==> src/rtl/asip_pkg.sv <==
// Shared types for the scalar pipeline back end: write-back source select,
// datapath widths and the MEM pipeline register layout.
package asip_pkg;

  localparam int DATA_W = 16;
  localparam int REG_AW = 4;

  typedef enum logic [1:0] {
    WB_ALU    = 2'd0,
    WB_MEM    = 2'd1,
    WB_IMM    = 2'd2,
    WB_IMM_HI = 2'd3
  } wb_sel_t;

  typedef struct packed {
    logic              valid;
    logic              we;
    logic [REG_AW-1:0] rd;
    wb_sel_t           wsel;
    logic [7:0]        imm;
    logic [DATA_W-1:0] alu;
  } mem_stage_t;

  function automatic logic [DATA_W-1:0] wb_select(input wb_sel_t sel,
                                                  input logic [DATA_W-1:0] alu,
                                                  input logic [DATA_W-1:0] rdata,
                                                  input logic [7:0] imm);
    logic [DATA_W-1:0] res;
    case (sel)
      WB_ALU:    res = alu;
      WB_MEM:    res = rdata;
      WB_IMM:    res = {8'h00, imm};
      WB_IMM_HI: res = {imm, 8'h00};
      default:   res = alu;
    endcase
    return res;
  endfunction

endpackage

==> src/rtl/writeback_stage_regfile.sv <==
// 16x16 register file: one synchronous write port, two combinational read
// ports, r0 hardwired to zero; synchronous reset clears every entry.
module regfile_16x16 #(
  parameter int DATA_W = 16,
  parameter int NREGS  = 16
) (
  input  logic                     clk,
  input  logic                     rst,
  input  logic                     we,
  input  logic [$clog2(NREGS)-1:0] waddr,
  input  logic [DATA_W-1:0]        wdata,
  input  logic [$clog2(NREGS)-1:0] raddr_a,
  input  logic [$clog2(NREGS)-1:0] raddr_b,
  output logic [DATA_W-1:0]        rdata_a,
  output logic [DATA_W-1:0]        rdata_b
);

  logic [DATA_W-1:0] regs_q [NREGS];

  always_ff @(posedge clk) begin
    if (rst) begin
      for (int i = 0; i < NREGS; i++) regs_q[i] <= '0;
    end else if (we && (waddr != '0)) begin
      regs_q[waddr] <= wdata;
    end
  end

  assign rdata_a = (raddr_a == '0) ? '0 : regs_q[raddr_a];
  assign rdata_b = (raddr_b == '0) ? '0 : regs_q[raddr_b];

endmodule

==> src/rtl/writeback_stage.sv <==
// MEM + WB pipeline registers, write-back select and register commit; commit
// two cycles after issue. Never stalls itself: hazard asks decode to bubble.
module writeback_stage #(
  parameter int DATA_W = 16,
  parameter int NREGS  = 16
) (
  input  logic                     clk,
  input  logic                     rst,
  input  logic                     ex_valid,
  input  logic                     ex_reg_we,
  input  logic [$clog2(NREGS)-1:0] ex_rd,
  input  logic [1:0]               ex_wsel,
  input  logic [7:0]               ex_imm,
  input  logic [DATA_W-1:0]        ex_alu,
  input  logic                     flush,
  input  logic [DATA_W-1:0]        ReadData,
  input  logic [$clog2(NREGS)-1:0] rs_a,
  input  logic [$clog2(NREGS)-1:0] rs_b,
  output logic [DATA_W-1:0]        rd_data_a,
  output logic [DATA_W-1:0]        rd_data_b,
  output logic                     hazard,
  output logic                     wb_valid,
  output logic [$clog2(NREGS)-1:0] wb_rd,
  output logic [DATA_W-1:0]        wb_data
);
  import asip_pkg::*;

  localparam int AW = $clog2(NREGS);

  mem_stage_t        mem_q, mem_d;
  logic              wb_valid_q, wb_valid_d;
  logic [AW-1:0]     wb_rd_q, wb_rd_d;
  logic [DATA_W-1:0] wb_data_q, wb_data_d;
  logic [DATA_W-1:0] arr_a, arr_b;

  always_comb begin
    mem_d       = '0;
    mem_d.valid = ex_valid & ~flush;
    mem_d.we    = ex_reg_we;
    mem_d.rd    = ex_rd;
    mem_d.wsel  = wb_sel_t'(ex_wsel);
    mem_d.imm   = ex_imm;
    mem_d.alu   = ex_alu;
  end

  // ReadData belongs to the instruction currently in MEM, so select here.
  always_comb begin
    wb_valid_d = mem_q.valid & mem_q.we;
    wb_rd_d    = mem_q.rd;
    wb_data_d  = wb_select(mem_q.wsel, mem_q.alu, ReadData, mem_q.imm);
  end

  always_ff @(posedge clk) begin
    if (rst) begin
      mem_q      <= '0;
      wb_valid_q <= 1'b0;
      wb_rd_q    <= '0;
      wb_data_q  <= '0;
    end else begin
      mem_q      <= mem_d;
      wb_valid_q <= wb_valid_d;
      wb_rd_q    <= wb_rd_d;
      wb_data_q  <= wb_data_d;
    end
  end

  regfile_16x16 #(.DATA_W(DATA_W), .NREGS(NREGS)) u_rf (
    .clk     (clk),
    .rst     (rst),
    .we      (wb_valid_q),
    .waddr   (wb_rd_q),
    .wdata   (wb_data_q),
    .raddr_a (rs_a),
    .raddr_b (rs_b),
    .rdata_a (arr_a),
    .rdata_b (arr_b)
  );

  function automatic logic [DATA_W-1:0] rd_port(input logic [AW-1:0] rs,
                                                input logic [DATA_W-1:0] arr);
    if (rs == '0)                          return '0;
    else if (wb_valid_q && wb_rd_q == rs)  return wb_data_q;
    else                                   return arr;
  endfunction

  // WB is covered by bypass, so only EX input and MEM can raise a hazard.
  function automatic logic dep(input logic [AW-1:0] rs);
    return (rs != '0) &&
           ((ex_valid && ex_reg_we && !flush && ex_rd == rs) ||
            (mem_q.valid && mem_q.we && mem_q.rd == rs));
  endfunction

  assign rd_data_a = rd_port(rs_a, arr_a);
  assign rd_data_b = rd_port(rs_b, arr_b);
  assign hazard    = dep(rs_a) | dep(rs_b);
  assign wb_valid  = wb_valid_q;
  assign wb_rd     = wb_rd_q;
  assign wb_data   = wb_data_q;

endmodule

==> config.mk <==
export PLATFORM = sky130hd
export DESIGN_NAME = writeback_stage
export DESIGN_NICKNAME = d
export VERILOG_FILES = /design/src/rtl/asip_pkg.sv /design/src/rtl/writeback_stage_regfile.sv /design/src/rtl/writeback_stage.sv
export SDC_FILE = /design/constraint.sdc
export NUM_CORES = 1
export LEC_CHECK = 0
export ABC_AREA = 1
export CELL_PAD_IN_SITES_DETAIL_PLACEMENT = 0
export CELL_PAD_IN_SITES_GLOBAL_PLACEMENT = 1
export CORE_ASPECT_RATIO = 1.75
export CORE_UTILIZATION = 48
export CTS_CLUSTER_SIZE = 24
export DETAILED_ROUTE_END_ITERATION = 8
export PLACE_DENSITY_LB_ADDON = 0.1
export SLEW_MARGIN = 20
export SYNTH_ARGS = -nofsm -noshare
export SYNTH_HDL_FRONTEND = slang
export SYNTH_HIERARCHICAL = 1
export SYNTH_SLANG_ARGS = --single-unit
==> constraint.sdc <==
create_clock -name clk -period 2.9 [get_ports clk]
set_input_delay 0.29 -clock clk [delete_from_list [all_inputs] [get_ports clk]]
set_output_delay 0.29 -clock clk [all_outputs]
set_load 0.02 [all_outputs]
==> results.yml, run 1 <==
finish:
  final_cell_mix: "820 x nand2_1, 454 x inv_1, 375 x nand3_1, 317 x nor2_1, 256 x edfxtp_1"
  area_growth_pct: 17.4
  final_layout_size_suffix_gt1_share_pct: 10.0
  final_common_cell: "nand2_1"
  fillers: 3654
  fin_util_pct: 57.6
  nets: 2802
power:
  clkPwrFrac_pct: 34.6
  p_switching_uw: 3320
  sw_frac_of_total_pct: 30.2
  vdd_drop_max_mv: 0.503
  p_int_uw: 7650
  power_frac_comb_pct: 19.4
  p_per_area_mw_per_mm2: 505
  p_leak_uw: 0.0105
  seqPwrFrac_pct: 46.0
yosys:
  ys_ff_latch: 309
  syn_inst: 2612
  yosysSeqAreaShare_pct: 47.3
  synth_warnings: 6
  syn_avg_cell_area_um2: 7.09
  syn_area_mm2: 0.0185
  ys_types: 30
sta:
  post-route-period-util_pct: 99.5
  tns_ns: 0
  setup_viol: 0
  final_hold_viol_count: 0
  tightest_slew_ns: 1.08
  maxSlewViolCount: 0
  max_freq_mhz: 347
  period_needed_ns: 2.88
  max_slew_margin_pct: 28.0
  finClkSkew_ns: 0.0169
  grt_setup_unrepaired: "yes"
  setup_slack_ns: 0.0158
place:
  place_ws_ns: -0.439
  hpwlAfterDp_mm: 52.9
  numPortBuffers: 112
  gp_congestion: 1.03
hold_path:
  min_path_type: "in2reg"
  holdPathStages: 3
  whs_endpoint: "mem_q[1]$_SDFF_PP0_"
  min_from: "ex_alu[1]"
clocking:
  cts_max_level: 1
  clock_sinks: 309
  ctsHoldBuffers: 0
  cts_buffers: 29
  clk_latency_ns: 0.60
  root_buffer: "clkbuf_16"
  cts.clk_slew.worst_paths_ns: 0.06
  cts_tree: "yes"
  clockBufferDepth: 3
  post_cts_buffers: 0
worst_setup_path:
  crit_slowest_cell: "dlygate4sd2_1"
  r2r_setup_slack_ns: 0.57
  max_stage_delay_ns: 0.35
  cp.required_ns: 2.61
  end_kind: "output port"
  timing.rr.end: "u_rf/regs_q[12][15]$_SDFFCE_PN0P_"
  crit_type: "in2out"
  r2r_cells: 10
  crit_fanout: 31
  critPathArrivalTime_ns: 2.59
  path_cells: "buf_4 -> inv_6 -> buf_4 -> nand2_1 -> nand3_2 -> nand3_1 -> nand3_1 -> a21oi_1 -> inv_1 -> nand2_4 -> inv_2 -> nor2_2 -> dlygate4sd2_1"
  r2r_start: "wb_rd[2]$_SDFF_PP0_"
  worst_setup_path_start_kind: "input pin"
route:
  drt-wirelength-per-cell_um: 23.1
  num_vias: 17700
  first_iter_violations: 1323
  drcViolationCount: 0
  firstDrtPassIters: 5
  wl_mm: 74.8
  ant_nets: 0
  vias_per_cell: 5.45
floorplanning:
  dieArea_mm2: 0.0394
  dieHeight_um: 262
  row_count: 94
  die_x_um: 150
  ios: 113
  core_area_mm2: 0.0378
  start_util_pct: 49.0
grt:
  grt.overflow.total: 0
  grt_pass1_wl_mm: 107
  track_usage_pct: 38.6
  antenna_found_initial: 2
  grt_pass1_vias: 17200
  grt_max_degree: 43
job:
  maxCapViolCount: 0
run_status:
  status: "finished clean"
## Yosys cell counts
cell type    n  area share [%]
nand2_1    820              17
buf_8        1           0.081
dfxtp_1     53             5.7
buf_2       60             1.6
o22ai_1      5            0.17
conb_1       1           0.020
nand3_2      1           0.054
a21oi_1     32            0.87
buf_6        8            0.49
o21ai_0     11            0.30
nand2_2     15            0.51
buf_1       24            0.49
o211ai_1     6            0.24
nand4_1     34             1.1
xnor2_1      2           0.095
clkinv_1     2           0.041
xor2_1       1           0.047
edfxtp_1   256              42
nor3_4       1           0.088
nor4_2       2            0.14
inv_1      456             9.2
nor2_1     319             6.5
clkbuf_1    54             1.1
nor2_2      16            0.54
inv_2       27            0.55
nor2_8       4            0.43
nand3_1    385              10
buf_4        4            0.16
nand3_4      2            0.19
nand2_4     10            0.61
## state kept, by name, summed over array words and instances, names as in the netlist
signal / cells
u_rf/regs_q: 256
mem_q: 28
wb_data: 16
wb_rd: 4
wb_rd_d: 4
wb_valid: 1
## power by group through the flow
stage,registers (uW),clock network (uW),logic [uW]
2_1_floorplan,5130,0,1120
3_3_place_gp,5140,0,2090
3_5_place_dp,5140,0,2100
4_1_cts,5040,3860,2070
5_1_grt,5060,3980,2260
6_report,5050,3800,2130
## critical path, delay by kind of cell
kind	cells	cell delay, ns
buffers and inverters	6	1.17
AND/OR/NAND/NOR	6	0.81
AO/OA/AOI/OAI	1	0.26
## per-stage QoR
step	hold slack (ns)	power, uW	std cells	cell area (um^2)
2_1_floorplan	0.397	6250	2627	18600
4_1_cts	0.192	11000	3245	21700
6_report	0.204	11000	3246	21700
3_3_place_gp	0.450	7230	3191	20700
5_1_grt	0.210	11300	3245	21700
3_5_place_dp	0.450	7240	3192	20800
## cell families (layout without fill, tap and decap cells)
| logic type | count (synthesis) | in the layout | synth area share, % |
|---|---|---|---|
| and+or+nand+nor | 1609 | 1609 | 37.2 |
| xor gates and xnor gates | 3 | 3 | 0.142 |
| DFF | 309 | 309 | 47.3 |
| AOI/OAI and AO/OA | 54 | 54 | 1.58 |
| other | 1 | 17 | 0.0203 |
| buffers and inverters | 636 | 774 | 13.8 |
## repair_timing
item	in CTS	in global routing
endpoints found under the setup margin	32	24
gates resized for setup	49	24
pin swaps	0	0
hold endpoints to repair	0	0
## worst max-delay path by stage
stage,startpoint,slack [ns],end
after floorplan,wb_rd[1]$_SDFF_PP0_,0.74,u_rf/regs_q[15][0]$_SDFFCE_PN0P_
after global placement,rs_b[2],-0.44,rd_data_b[3]
after detailed placement,rs_b[2],-0.44,rd_data_b[0]
after CTS,rs_b[2],0.009,rd_data_b[0]
after global routing,rs_a[0],-0.04,rd_data_a[14]
final,rs_a[0],0.02,rd_data_a[14]
## metal layers
layer	global-route usage, %	part of all wire [%]	vias up
li1	-	-	8271
met1	39.0	32	8206
met2	65.7	49	888
met3	6.98	7.2	316
met4	37.5	12	2
met5	0	0.017	-
## cell type report
cell class / count / area [um^2] / share of cell area (%)
sequential: 309 / 8750 / 40.3
multi-input combinational: 1682 / 7340 / 33.8
timing repair buffer: 236 / 2280 / 10.5
inverter: 485 / 1830 / 8.42
clock buffer: 36 / 783 / 3.60
tap: 480 / 601 / 2.76
clock inverter: 17 / 141 / 0.650
antenna: 1 / 2.50 / 0.0115
No activity file was read; power rests on OpenSTA's default activity.
==> run 2, diff against run 1 <==
- ABC_AREA: 1 -> unset
- CORE_UTILIZATION: 48 -> 53
- CTS_CLUSTER_DIAMETER: unset -> 80
- SLEW_MARGIN: 20 -> 10
==> run 2 against run 1 <==
Critical path type unchanged. Highest routed layer unchanged. Clock skew increased by 0.0070 ns. Worst hold slack better by 0.11 ns. Core utilization up 5.2 points. Sequential cell count decreased by 15. Synthesized area shrank 14%. Non-clock buffer count decreased by 25.
==> results.yml, run 2 <==
clocking:
  clock_sinks: 294
  clk_latency_ns: 0.52
  cts_tree: "yes"
  clockBufferDepth: 3
  cts.clk_slew.worst_paths_ns: 0.09
  ctsHoldBuffers: 0
  cts_buffers: 16
  cts_max_level: 1
  root_buffer: "clkbuf_16"
worst_setup_path:
  cp.required_ns: 2.61
  crit_type: "in2out"
  critPathArrivalTime_ns: 2.55
  timing.rr.end: "u_rf/regs_q[4][11]$_SDFFCE_PN0P_"
  crit_fanout: 12
  end_kind: "output port"
  r2r_setup_slack_ns: 0.69
  worst_setup_path_start_kind: "input pin"
  r2r_start: "wb_valid$_SDFF_PP0_"
  r2r_cells: 5
floorplanning:
  ios: 113
  core_area_mm2: 0.0294
  row_count: 83
  start_util_pct: 54.0
  dieHeight_um: 231
  dieArea_mm2: 0.0306
  die_x_um: 133
finish:
  fin_util_pct: 62.7
  final_cell_mix: "241 x and2_1, 241 x edfxtp_1, 108 x mux2i_1, 80 x clkdlybuf4s50_1, 80 x buf_4"
  diodes: 0
  final_layout_size_suffix_gt1_share_pct: 18.7
  nets: 1437
  regArea_mm2: 0.00830
  fillers: 2254
  multiInputGateArea_mm2: 0.00703
  top_register: "u_rf/regs_q"
  area_growth_pct: 16.2
  largest_reg_flops: 241
place:
  numPortBuffers: 112
  hpwlAfterDp_mm: 33.2
  gp_congestion: 0.889
route:
  first_iter_violations: 1055
  drcViolationCount: 0
  num_vias: 11100
  wl_mm: 47.2
  vias_per_cell: 6.26
  firstDrtPassIters: 7
  drt-wirelength-per-cell_um: 26.7
  ant_nets: 0
hold_path:
  min_path_type: "in2reg"
  whs_endpoint: "mem_q[16]$_SDFF_PP0_"
  holdPathStages: 2
  min_from: "ex_imm[0]"
yosys:
  async_reset_ff_share_pct: 0
  synthTopCellsByArea: "edfxtp_1 46%, and2_1 9.5%, mux4_2 9.5%, mux2i_1 7.1%, dfxtp_1 6.7%"
  yosys.area.top_type_share_pct: 45.6
  synth_most_common_cell: "and2_1"
  syn_area_mm2: 0.0159
  ys_types: 54
  ys_ff_latch: 294
  synth_edf_count: 241
  synth_nets: 1318
  synth_top_cells_by_count: "242 x and2_1, 241 x edfxtp_1, 113 x mux2i_1"
  syn_inst: 1259
  yosysSeqAreaShare_pct: 52.3
  synth_warnings: 6
  syn_avg_cell_area_um2: 12.6
  netlist.top_cell.by_area: "edfxtp_1"
  synthFlopType: "edfxtp_1"
sta:
  post-route-period-util_pct: 98.0
  max_slew_margin_pct: 52.4
  max_freq_mhz: 352
  finClkSkew_ns: 0.0239
  hold_slack_ns: 0.315
  setup_viol: 0
  tightest_slew_ns: 0.713
  maxSlewViolCount: 0
  final_hold_viol_count: 0
  period_needed_ns: 2.84
grt:
  grt_pass1_wl_mm: 69.5
  grt_pass1_vias: 11200
  grt_max_degree: 70
  antenna_found_initial: 1
  grt.overflow.total: 0
  track_usage_pct: 31.2
power:
  p_leak_uw: 0.00709
  p_per_area_mw_per_mm2: 464
  vdd_drop_max_mv: 0.540
  fin_total_pwr_uw: 8550
job:
  maxCapViolCount: 0
run_status:
  status: "finished clean"
## run 2: cell types whose count changed in the layout (fill, tap and decap cells not counted), moves of 24 or more
cell,change
nand2_1,-809
inv_1,-452
nand3_1,-340
nor2_1,-265
and2_1,+241
mux2i_1,+108
mux4_2,+67
nor2b_1,+37
nand4_1,-33
inv_2,-27
mux2_2,+25
a21oi_1,+24
## run 2: kinds of logic after synthesis
family                 count (synthesis)  synth area share [%]
flip-flops                           294                  52.3
AO/OA/AOI/OAI                        198                  8.62
other                                  1                0.0236
multiplexers                         205                  18.4
buffers and inverters                112                  3.70
AND/OR/NAND/NOR                      432                  16.0
XOR/XNOR                              17                 0.939
## run 2: how the worst max path moves through the flow
stage                                      startpoint       endpoint  slack, ns
floorplan                                     rs_b[0]   rd_data_b[4]       0.74
global placement                              rs_b[0]   rd_data_b[6]      -0.23
detailed placement                            rs_b[0]   rd_data_b[6]      -0.21
CTS                  u_rf/regs_q[2][12]$_SDFFCE_PN0P_  rd_data_b[12]       0.02
global route        u_rf/regs_q[15][13]$_SDFFCE_PN0P_  rd_data_a[13]      -0.02
finish                                        rs_b[3]  rd_data_b[15]       0.06
## run 2: worst max-delay path, cell delays in order
cell,delay (ns)
clkbuf_4,0.21
and2_2,0.36
buf_4,0.21
a22oi_1,0.27
a21oi_1,0.14
a21oi_1,0.14
o21ai_0,0.11
a21boi_0,0.19
clkdlybuf4s50_1,0.63
## run 2: timing repair
item | CTS | global route
cloned | 0 | 1
buffers inserted | 0 | 1
pin swaps | 0 | 2
resized for setup | 17 | 27
endpoints found under the setup margin | 19 | 23
## run 2: cell type report
cell class,instances,area share (%)
Timing Repair Buffer,211,11.6
Inverter,2,0.0407
Multi-Input combinational cell,853,38.1
Clock inverter,1,0.109
Tap cell,382,2.59
Clock buffer,27,2.51
Sequential cell,294,45.0
## run 2: stage by stage
| stage | TNS, ns | setup WS, ns | cells | area (um^2) |
|---|---|---|---|---|
| 2_1_floorplan | 0 | 0.740 | 1259 | 15900 |
| 3_3_place_gp | -1.13 | -0.232 | 1740 | 17800 |
| 3_5_place_dp | -0.822 | -0.208 | 1740 | 17800 |
| 4_1_cts | 0 | 0.0151 | 1768 | 18300 |
| 5_1_grt | -0.0238 | -0.0227 | 1770 | 18400 |
| 6_report | 0 | 0.0570 | 1770 | 18400 |
## run 2: layer usage
metal / GRT usage (%) / part of all wire [%]
met5: 0 / 0.025
met4: 14.1 / 3.9
met3: 3.29 / 5.5
met2: 58.2 / 54
met1: 35.6 / 36
## run 2: report_power, final
part           total (uW)  switching, uW  internal, uW
combinational        1270            691           582
sequential           4790            116          4670
clock                2490           1360          1120
